==> src/rtl/pipeline_pkg.sv <==
// Shared pipeline definitions: controller states, register code sentinel, NOP encoding.
package pipeline_pkg;

   // RAM bus owner phase of the stall/flush controller
   typedef enum logic {
      FETCH = 1'b0,
      DATA  = 1'b1
   } state_t;

   // Register code meaning "no register"
   localparam logic [3:0]  REG_NONE = 4'hF;

   // Instruction loaded into IF/ID on a flush
   localparam logic [15:0] NOP_INST = 16'h0800;

endpackage

==> src/rtl/hazard_unit.sv <==
// Load-use hazard detect: a load in EX writes a register the ID instruction reads.
module hazard_unit
   import pipeline_pkg::*;
(
   input  logic       ex_mem_read,
   input  logic [3:0] ex_rd,
   input  logic [3:0] id_rs,
   input  logic [3:0] id_rt,
   output logic       load_use
);

   // REG_NONE on ex_rd never matches, even if a source is also REG_NONE
   always_comb begin
      load_use = ex_mem_read && (ex_rd != REG_NONE) &&
                 ((ex_rd == id_rs) || (ex_rd == id_rt));
   end

endmodule

==> src/rtl/pipeline_ctrl.sv <==
// Stall/flush controller: shares the single RAM between fetch and MEM,
// inserts load-use bubbles, applies branch flushes, counts PC-held cycles.
module pipeline_ctrl
   import pipeline_pkg::*;
#(
   parameter int MEM_WAIT = 1,   // RAM cycles per data access, 1..8
   parameter int CNT_W    = 16
) (
   input  logic             clk,
   input  logic             rst,
   input  logic             mem_req,
   input  logic             ex_mem_read,
   input  logic [3:0]       ex_rd,
   input  logic [3:0]       id_rs,
   input  logic [3:0]       id_rt,
   input  logic             branch_taken,
   output logic             fetch_grant,
   output logic             mem_grant,
   output logic             mem_done,
   output logic             pc_hold,
   output logic             if_hold,
   output logic             if_flush,
   output logic             id_ex_bubble,
   output logic             pipe_hold,
   output logic [CNT_W-1:0] stall_count
);

   localparam logic [2:0] WAIT_INIT = 3'(MEM_WAIT - 1);

   state_t     state, state_nxt;
   logic [2:0] wcnt, wcnt_nxt;
   logic       load_use;

   hazard_unit u_hazard (
      .ex_mem_read (ex_mem_read),
      .ex_rd       (ex_rd),
      .id_rs       (id_rs),
      .id_rt       (id_rt),
      .load_use    (load_use)
   );

   // State and wait counter; reset abandons any access in flight
   always_ff @(posedge clk or negedge rst) begin
      if (!rst) begin
         state <= FETCH;
         wcnt  <= 3'd0;
      end else begin
         state <= state_nxt;
         wcnt  <= wcnt_nxt;
      end
   end

   // Next state and combinational pipeline controls
   always_comb begin
      fetch_grant  = 1'b0;
      mem_grant    = 1'b0;
      mem_done     = 1'b0;
      pc_hold      = 1'b0;
      if_hold      = 1'b0;
      if_flush     = 1'b0;
      id_ex_bubble = 1'b0;
      pipe_hold    = 1'b0;
      state_nxt    = state;
      wcnt_nxt     = wcnt;
      case (state)
         FETCH: begin
            fetch_grant = 1'b1;
            if (mem_req) begin
               // Whole pipe frozen; branch/load-use re-present after the access
               pipe_hold = 1'b1;
               pc_hold   = 1'b1;
               if_hold   = 1'b1;
               state_nxt = DATA;
               wcnt_nxt  = WAIT_INIT;
            end else if (branch_taken) begin
               if_flush = 1'b1;
            end else if (load_use) begin
               pc_hold      = 1'b1;
               if_hold      = 1'b1;
               id_ex_bubble = 1'b1;
            end
         end
         DATA: begin
            // mem_req is not sampled here: a dropped request still runs out its count
            mem_grant = 1'b1;
            if (wcnt != 3'd0) begin
               pipe_hold = 1'b1;
               pc_hold   = 1'b1;
               if_hold   = 1'b1;
               wcnt_nxt  = wcnt - 3'd1;
            end else begin
               mem_done  = 1'b1;
               state_nxt = FETCH;
               if (branch_taken) begin
                  if_flush = 1'b1;
               end else if (load_use) begin
                  pc_hold      = 1'b1;
                  if_hold      = 1'b1;
                  id_ex_bubble = 1'b1;
               end else begin
                  // Fetch slot went to the data access: refetch the same PC
                  if_flush = 1'b1;
                  pc_hold  = 1'b1;
               end
            end
         end
         default: state_nxt = FETCH;
      endcase
   end

   // Saturating count of cycles with the PC held
   always_ff @(posedge clk or negedge rst) begin
      if (!rst)
         stall_count <= '0;
      else if (pc_hold && (stall_count != {CNT_W{1'b1}}))
         stall_count <= stall_count + CNT_W'(1);
   end

endmodule

==> config.mk <==
export PLATFORM = sky130hd
export DESIGN_NAME = pipeline_ctrl
export DESIGN_NICKNAME = d
export VERILOG_FILES = /design/src/rtl/pipeline_pkg.sv /design/src/rtl/hazard_unit.sv /design/src/rtl/pipeline_ctrl.sv
export SDC_FILE = /design/constraint.sdc
export NUM_CORES = 1
export LEC_CHECK = 0
export BUFFER_PORTS_ARGS = -buffer_cell sky130_fd_sc_hd__buf_4
export CORE_MARGIN = 5
export CORE_UTILIZATION = 44
export DETAILED_ROUTE_END_ITERATION = 10
export PLACE_DENSITY = 0.75
export SLEW_MARGIN = 10
export SYNTH_ARGS = -nofsm -noshare
export SYNTH_HDL_FRONTEND = slang
export SYNTH_HIERARCHICAL = 1
export SYNTH_SLANG_ARGS = --single-unit
==> constraint.sdc <==
create_clock -name clk -period 1.95 [get_ports clk]
set_clock_uncertainty 0.15 [all_clocks]
set_input_delay 0.39 -clock clk [delete_from_list [all_inputs] [get_ports clk]]
set_output_delay 0.39 -clock clk [all_outputs]
set_load 0.05 [all_outputs]
Yosys cells after proc, flatten, opt, wreduce, memory -nomap -nowiden
Index checks and enable logic that the tools add are counted.
{"block": "word_totals", "output_inout_bits": 24, "reg_bits": 20}
{"block": "classes", "bitwise": 1, "mux": 27, "n_eq_ne": 6, "reduce_logical": 6, "addsub": 2}
{"operator": "$mux 1", "n": 19}
{"operator": "$add 16x1->16 const B", "n": 1}
{"operator": "$ne 16x16->1 const B", "n": 1}
{"operator": "$pmux 1 s2", "n": 5}
{"operator": "$eq 4x4->1", "n": 2}
{"operator": "$mux 3", "n": 2}
{"operator": "$pmux 3 s2", "n": 1}
{"operator": "$ne 4x4->1 const B", "n": 1}
{"operator": "$logic_and 1x1->1", "n": 3}
{"operator": "$reduce_bool 3->1", "n": 1}
{"operator": "$sub 3x1->3 const B", "n": 1}
{"operator": "$ne 2x1->1 const B", "n": 1}
{"operator": "$ne 2x2->1 const B", "n": 1}
{"operator": "$reduce_and 2->1", "n": 1}
{"operator": "$logic_or 1x1->1", "n": 1}
{"operator": "$not 1->1", "n": 1}

Depth between registers and ports, before layout
{"block": "logic_depth", "depth_word": 8, "mapped_depth": 8, "ltp_nobuf": 8}

Hierarchy
Netlist, hierarchy kept.
{"module": "pipeline_ctrl", "cells_per_inst": 105, "seq_area_each_um2": 500.5, "n_inst": 1, "area_per_inst_um2": 1078.5}
{"module": "hazard_unit", "cells_per_inst": 13, "seq_area_each_um2": 0.0, "n_inst": 1, "area_per_inst_um2": 97.6}

Worst setup path after synthesis
Ideal clock, no wire load.
{"block": "synth_timing", "path_type": "register -> output", "from": "register state", "to": "output port id_ex_bubble", "required_time_ns": 1.410, "setup_slack_ns": -0.858, "arrival_ns": 2.268, "path_stages_with_launch": 5, "path_cell_list": "dfrtp_1 and3b_1 buf_6 nor2_1 nor2_1"}
{"block": "synth_between", "elab_chain_len": 2}
{"item": "from (decl)", "line_no": "pipeline_ctrl.sv:30", "rtl": "state_t state, state_nxt;"}
{"item": "from (signal assigned)", "line_no": "pipeline_ctrl.sv:48", "rtl": "state <= state_nxt;"}
{"item": "$not 1->1"}
{"item": "$pmux 1 s2 (*)", "line_no": "pipeline_ctrl.sv:65", "rtl": "case (state)"}
{"item": "to (decl)", "line_no": "pipeline_ctrl.sv:23", "rtl": "output logic id_ex_bubble,"}
Every way passes the cells marked *; elsewhere a longest branch is shown, timed or not.

Worst setup path after layout
{"block": "layout_timing", "from": "register wcnt[0]", "to": "output port pc_hold"}
{"block": "layout_between", "elab_chain_len": 3}
{"item": "from (decl)", "line_no": "pipeline_ctrl.sv:31", "rtl": "logic [2:0] wcnt, wcnt_nxt;"}
{"item": "from (signal assigned)", "line_no": "pipeline_ctrl.sv:49", "rtl": "wcnt <= wcnt_nxt;"}
{"item": "$reduce_bool 3->1", "line_no": "pipeline_ctrl.sv:86", "rtl": "if (wcnt != 3'd0) begin"}
{"item": "$mux 1", "line_no": "pipeline_ctrl.sv:86"}
{"item": "$pmux 1 s2", "line_no": "pipeline_ctrl.sv:65"}
{"item": "to (decl)", "line_no": "pipeline_ctrl.sv:20", "rtl": "output logic pc_hold,"}
Every way passes these cells.

==> results.toml <==
[layout]
drive_above_1_share_pct = 63.98
fin_area_um2 = 2108
num-fill-cells = 127
syn2layout_area_growth_pct = 79.26
nets = 207
antenna_cells = 0

[place]
gp_congestion = 0.8028
dp_hpwl_um = 2356
port_buffers = 40
dp_slack_ns = -0.2839
postPlaceCellArea_um2 = 1753

[sta]
period_share_pct = 114.1
fmaxAchievable_ghz = 0.4496
worstMarginPinSlew_ns = 0.5582
slew_headroom_pct = 62.68
rsz0062_at_grt = "yes"
min_period_ns = 2.224
slew_violations = 0
final-hold-violation-count = 0
setup_ws_ns = -0.2742
setup_violations = 21

[global_routing]
grt_pass1_vias = 1170
grt_overflow = 0
grt_use_total_pct = 18.92
grt_max_degree = 21
grt_pass1_wl_um = 5313
antenna_found_initial = 0

[setup_path]
path_cells = "inv_2 > ha_4 > and3b_2 > a22o_4 > clkinvlp_4 > buf_8"
reg2regPathDepth = 8
crit_path_end = "pc_hold"
slowest_delay_ns = 0.38
critPathLaunch = "wcnt[0]"
r2r_slack_ns = -0.23
crit_slowest_cell = "dfrtp_1"
cp-start-kind = "flop"
required_ns = 1.41
critPathMaxFanout = 5
rr_endpoint = "stall_count[12]"
r2r-start = "wcnt[0]"
crit_arrival_ns = 1.68
crit_type = "reg2out"
end_kind = "output port"

[pwr]
p_clk_share_pct = 8.0
p_switching_uw = 1480
intPower_uw = 1527
p_leak_uw = 0.0009024
swShare_pct = 49.20
peakVddDrop_mv = 1.555
p_seq_share_pct = 24.9
combPwrFrac_pct = 67.1
powerDensity_nw_per_um2 = 1426

[synth]
syn_area_um2 = 1176
ys_types = 30
synth-seq-area-share_pct = 42.55
synth_nets = 138
synth-seq-cells = 20
syn_area_per_cell_um2 = 9.967
syn-instance-count = 118
ys.warnings.count = 6

[clock_network]
cts-root-buf = "clkbuf_4"
numCtsBuffers = 3
path_clk_slew_ns = 0.11
cts_tree = "built"
clk_path_buf_depth = 2
clock_latency_ns = 0.30
cts_htree_levels = 1
cts_num_sinks = 20

[detailed_routing]
wl_per_cell_um = 17.46
detail_route.iter0.violations = 77
drt_pass1_iterations = 4
drt_wl_total_um = 3771
ant_nets = 0
drc = 0
vias_per_cell = 5.537
vias = 1196

[run]
max_cap_viol_count = 0

[floorplanning]
dieArea_um2 = 3807
die_x_um = 61.70
die_h_um = 61.70
ioPinCount = 41
initial_core_util_pct = 46.63
core_um2 = 2522
row_count = 18

[min_path]
hp-class = "in2reg"

[outcome]
status = "complete, but fails checks"
violations = "setup timing"
synth_stat cells, drive strengths merged:
| library cell | instances | area, µm² |
|---|---|---|
| nor2 | 8 | 30.03 |
| and3b | 1 | 8.760 |
| a21oi | 3 | 15.01 |
| nand3b | 1 | 7.510 |
| mux2i | 1 | 10.01 |
| nand3 | 4 | 20.02 |
| xnor2 | 9 | 78.83 |
| nand2b | 3 | 18.77 |
| xor2 | 12 | 105.1 |
| a31oi | 1 | 6.260 |
| inv | 6 | 22.52 |
| nor3b | 3 | 22.52 |
| o31ai | 1 | 7.510 |
| a221o | 1 | 11.26 |
| nand2 | 10 | 37.54 |
| mux2 | 2 | 22.52 |
| o21ai | 2 | 10.01 |
| o22ai | 1 | 6.260 |
| nor3 | 2 | 10.01 |
| buf | 1 | 11.26 |
| nand4 | 7 | 43.79 |
| ha | 3 | 37.54 |
| nor4b | 2 | 23.77 |
| or3 | 1 | 6.260 |
| nor4 | 8 | 68.82 |
| and3 | 4 | 25.02 |
| a22o | 1 | 8.760 |
| dfrtp | 20 | 500.5 |
flip-flops by register name (all words and copies together), names as in the netlist:
register / count
state: 1
stall_count: 16
wcnt: 3
stage by stage:
| stage | cells | util [%] | setup TNS (ns) | power, µW | hold WS, ns |
|---|---|---|---|---|---|
| floorplan | 118 | - | -0.2404 | 1872 | -0.05559 |
| detailed placement | 199 | 69.49 | -3.291 | 2400 | 0.1369 |
| CTS | 208 | 77.38 | -2.105 | 2841 | 0.1154 |
| finish | 216 | 83.58 | -3.095 | 3007 | 0.1202 |
| global route | 216 | 83.58 | -4.316 | 3179 | 0.1083 |
| global placement | 199 | 69.49 | -2.556 | 2349 | 0.1319 |
layout make-up:
cell class | instances | area, µm² | area share [%]
Clock buffer | 4 | 36.28 | 1.721
Sequential cell | 20 | 520.5 | 24.69
Tap cell | 30 | 37.54 | 1.780
Multi-Input combinational cell | 91 | 919.6 | 43.62
Inverter | 6 | 26.28 | 1.246
Timing Repair Buffer | 65 | 568.0 | 26.94
power groups by stage:
stage / Clock, µW / Sequential (µW) / Combinational (µW)
after floorplan: 0 / 1050 / 823
after global placement: 0 / 726 / 1620
after detailed placement: 0 / 740 / 1660
after CTS: 248 / 736 / 1860
after global routing: 262 / 773 / 2140
final: 241 / 748 / 2020
cell usage in the layout (no fill, tap or decap), drive strengths merged, types with 4 or more instances in the layout:
cell type  synthesis  final
nand2             10     10
nor4               8      8
xor2              12     12
nand4              7      7
dfrtp             20     20
xnor2              9      9
inv                6      5
and3               4      4
buf                1     64
nor2               8      8
clkbuf             0      4
nand3              4      4
critical path: cells and delay by family (launching register included):
family | cells | cell delay [ns]
flops | 1 | 0.38
buf+inv | 3 | 0.29
simple gates | 1 | 0.27
fa+ha+maj | 1 | 0.15
compound gates | 1 | 0.28
cell families (layout without fill, tap and decap cells):
group	count (synthesis)	count (layout)	share of synthesized area [%]
XOR/XNOR	21	21	15.64
multiplexers	3	3	2.766
buffers and inverters	7	75	2.872
AO/OA/AOI/OAI	10	10	5.533
adder cells (fa/ha/maj)	3	3	3.192
AND/OR/NAND/NOR	54	54	27.45
flip-flops	20	20	42.55
metal layers:
| metal | vias up | share of wire, % | global-route usage [%] |
|---|---|---|---|
| li1 | 565 | - | - |
| met1 | 592 | 40 | 22.64 |
| met2 | 33 | 54 | 33.18 |
| met3 | 6 | 4.7 | 4.132 |
| met4 | 0 | 1.6 | 6.970 |
| met5 | - | 0 | 0 |
worst min path at each step:
stage | to | slack [ns] | cells after the start | startpoint
finish | wcnt[2] | 0.12 | 2 | mem_req
global placement | wcnt[2] | 0.13 | 1 | rst
floorplan | stall_count[0] | -0.06 | 0 | rst
global route | wcnt[0] | 0.11 | 2 | mem_req
detailed placement | wcnt[2] | 0.14 | 1 | rst
CTS | wcnt[2] | 0.12 | 2 | mem_req
timing repair:
item	in CTS	in global routing
setup endpoints to repair	16	22
buffers inserted	4	9
endpoints found under the hold margin	20	0
pin swaps	13	12
hold buffers	1	0
gates resized for setup	26	15
(Power assumes the default switching activity.)
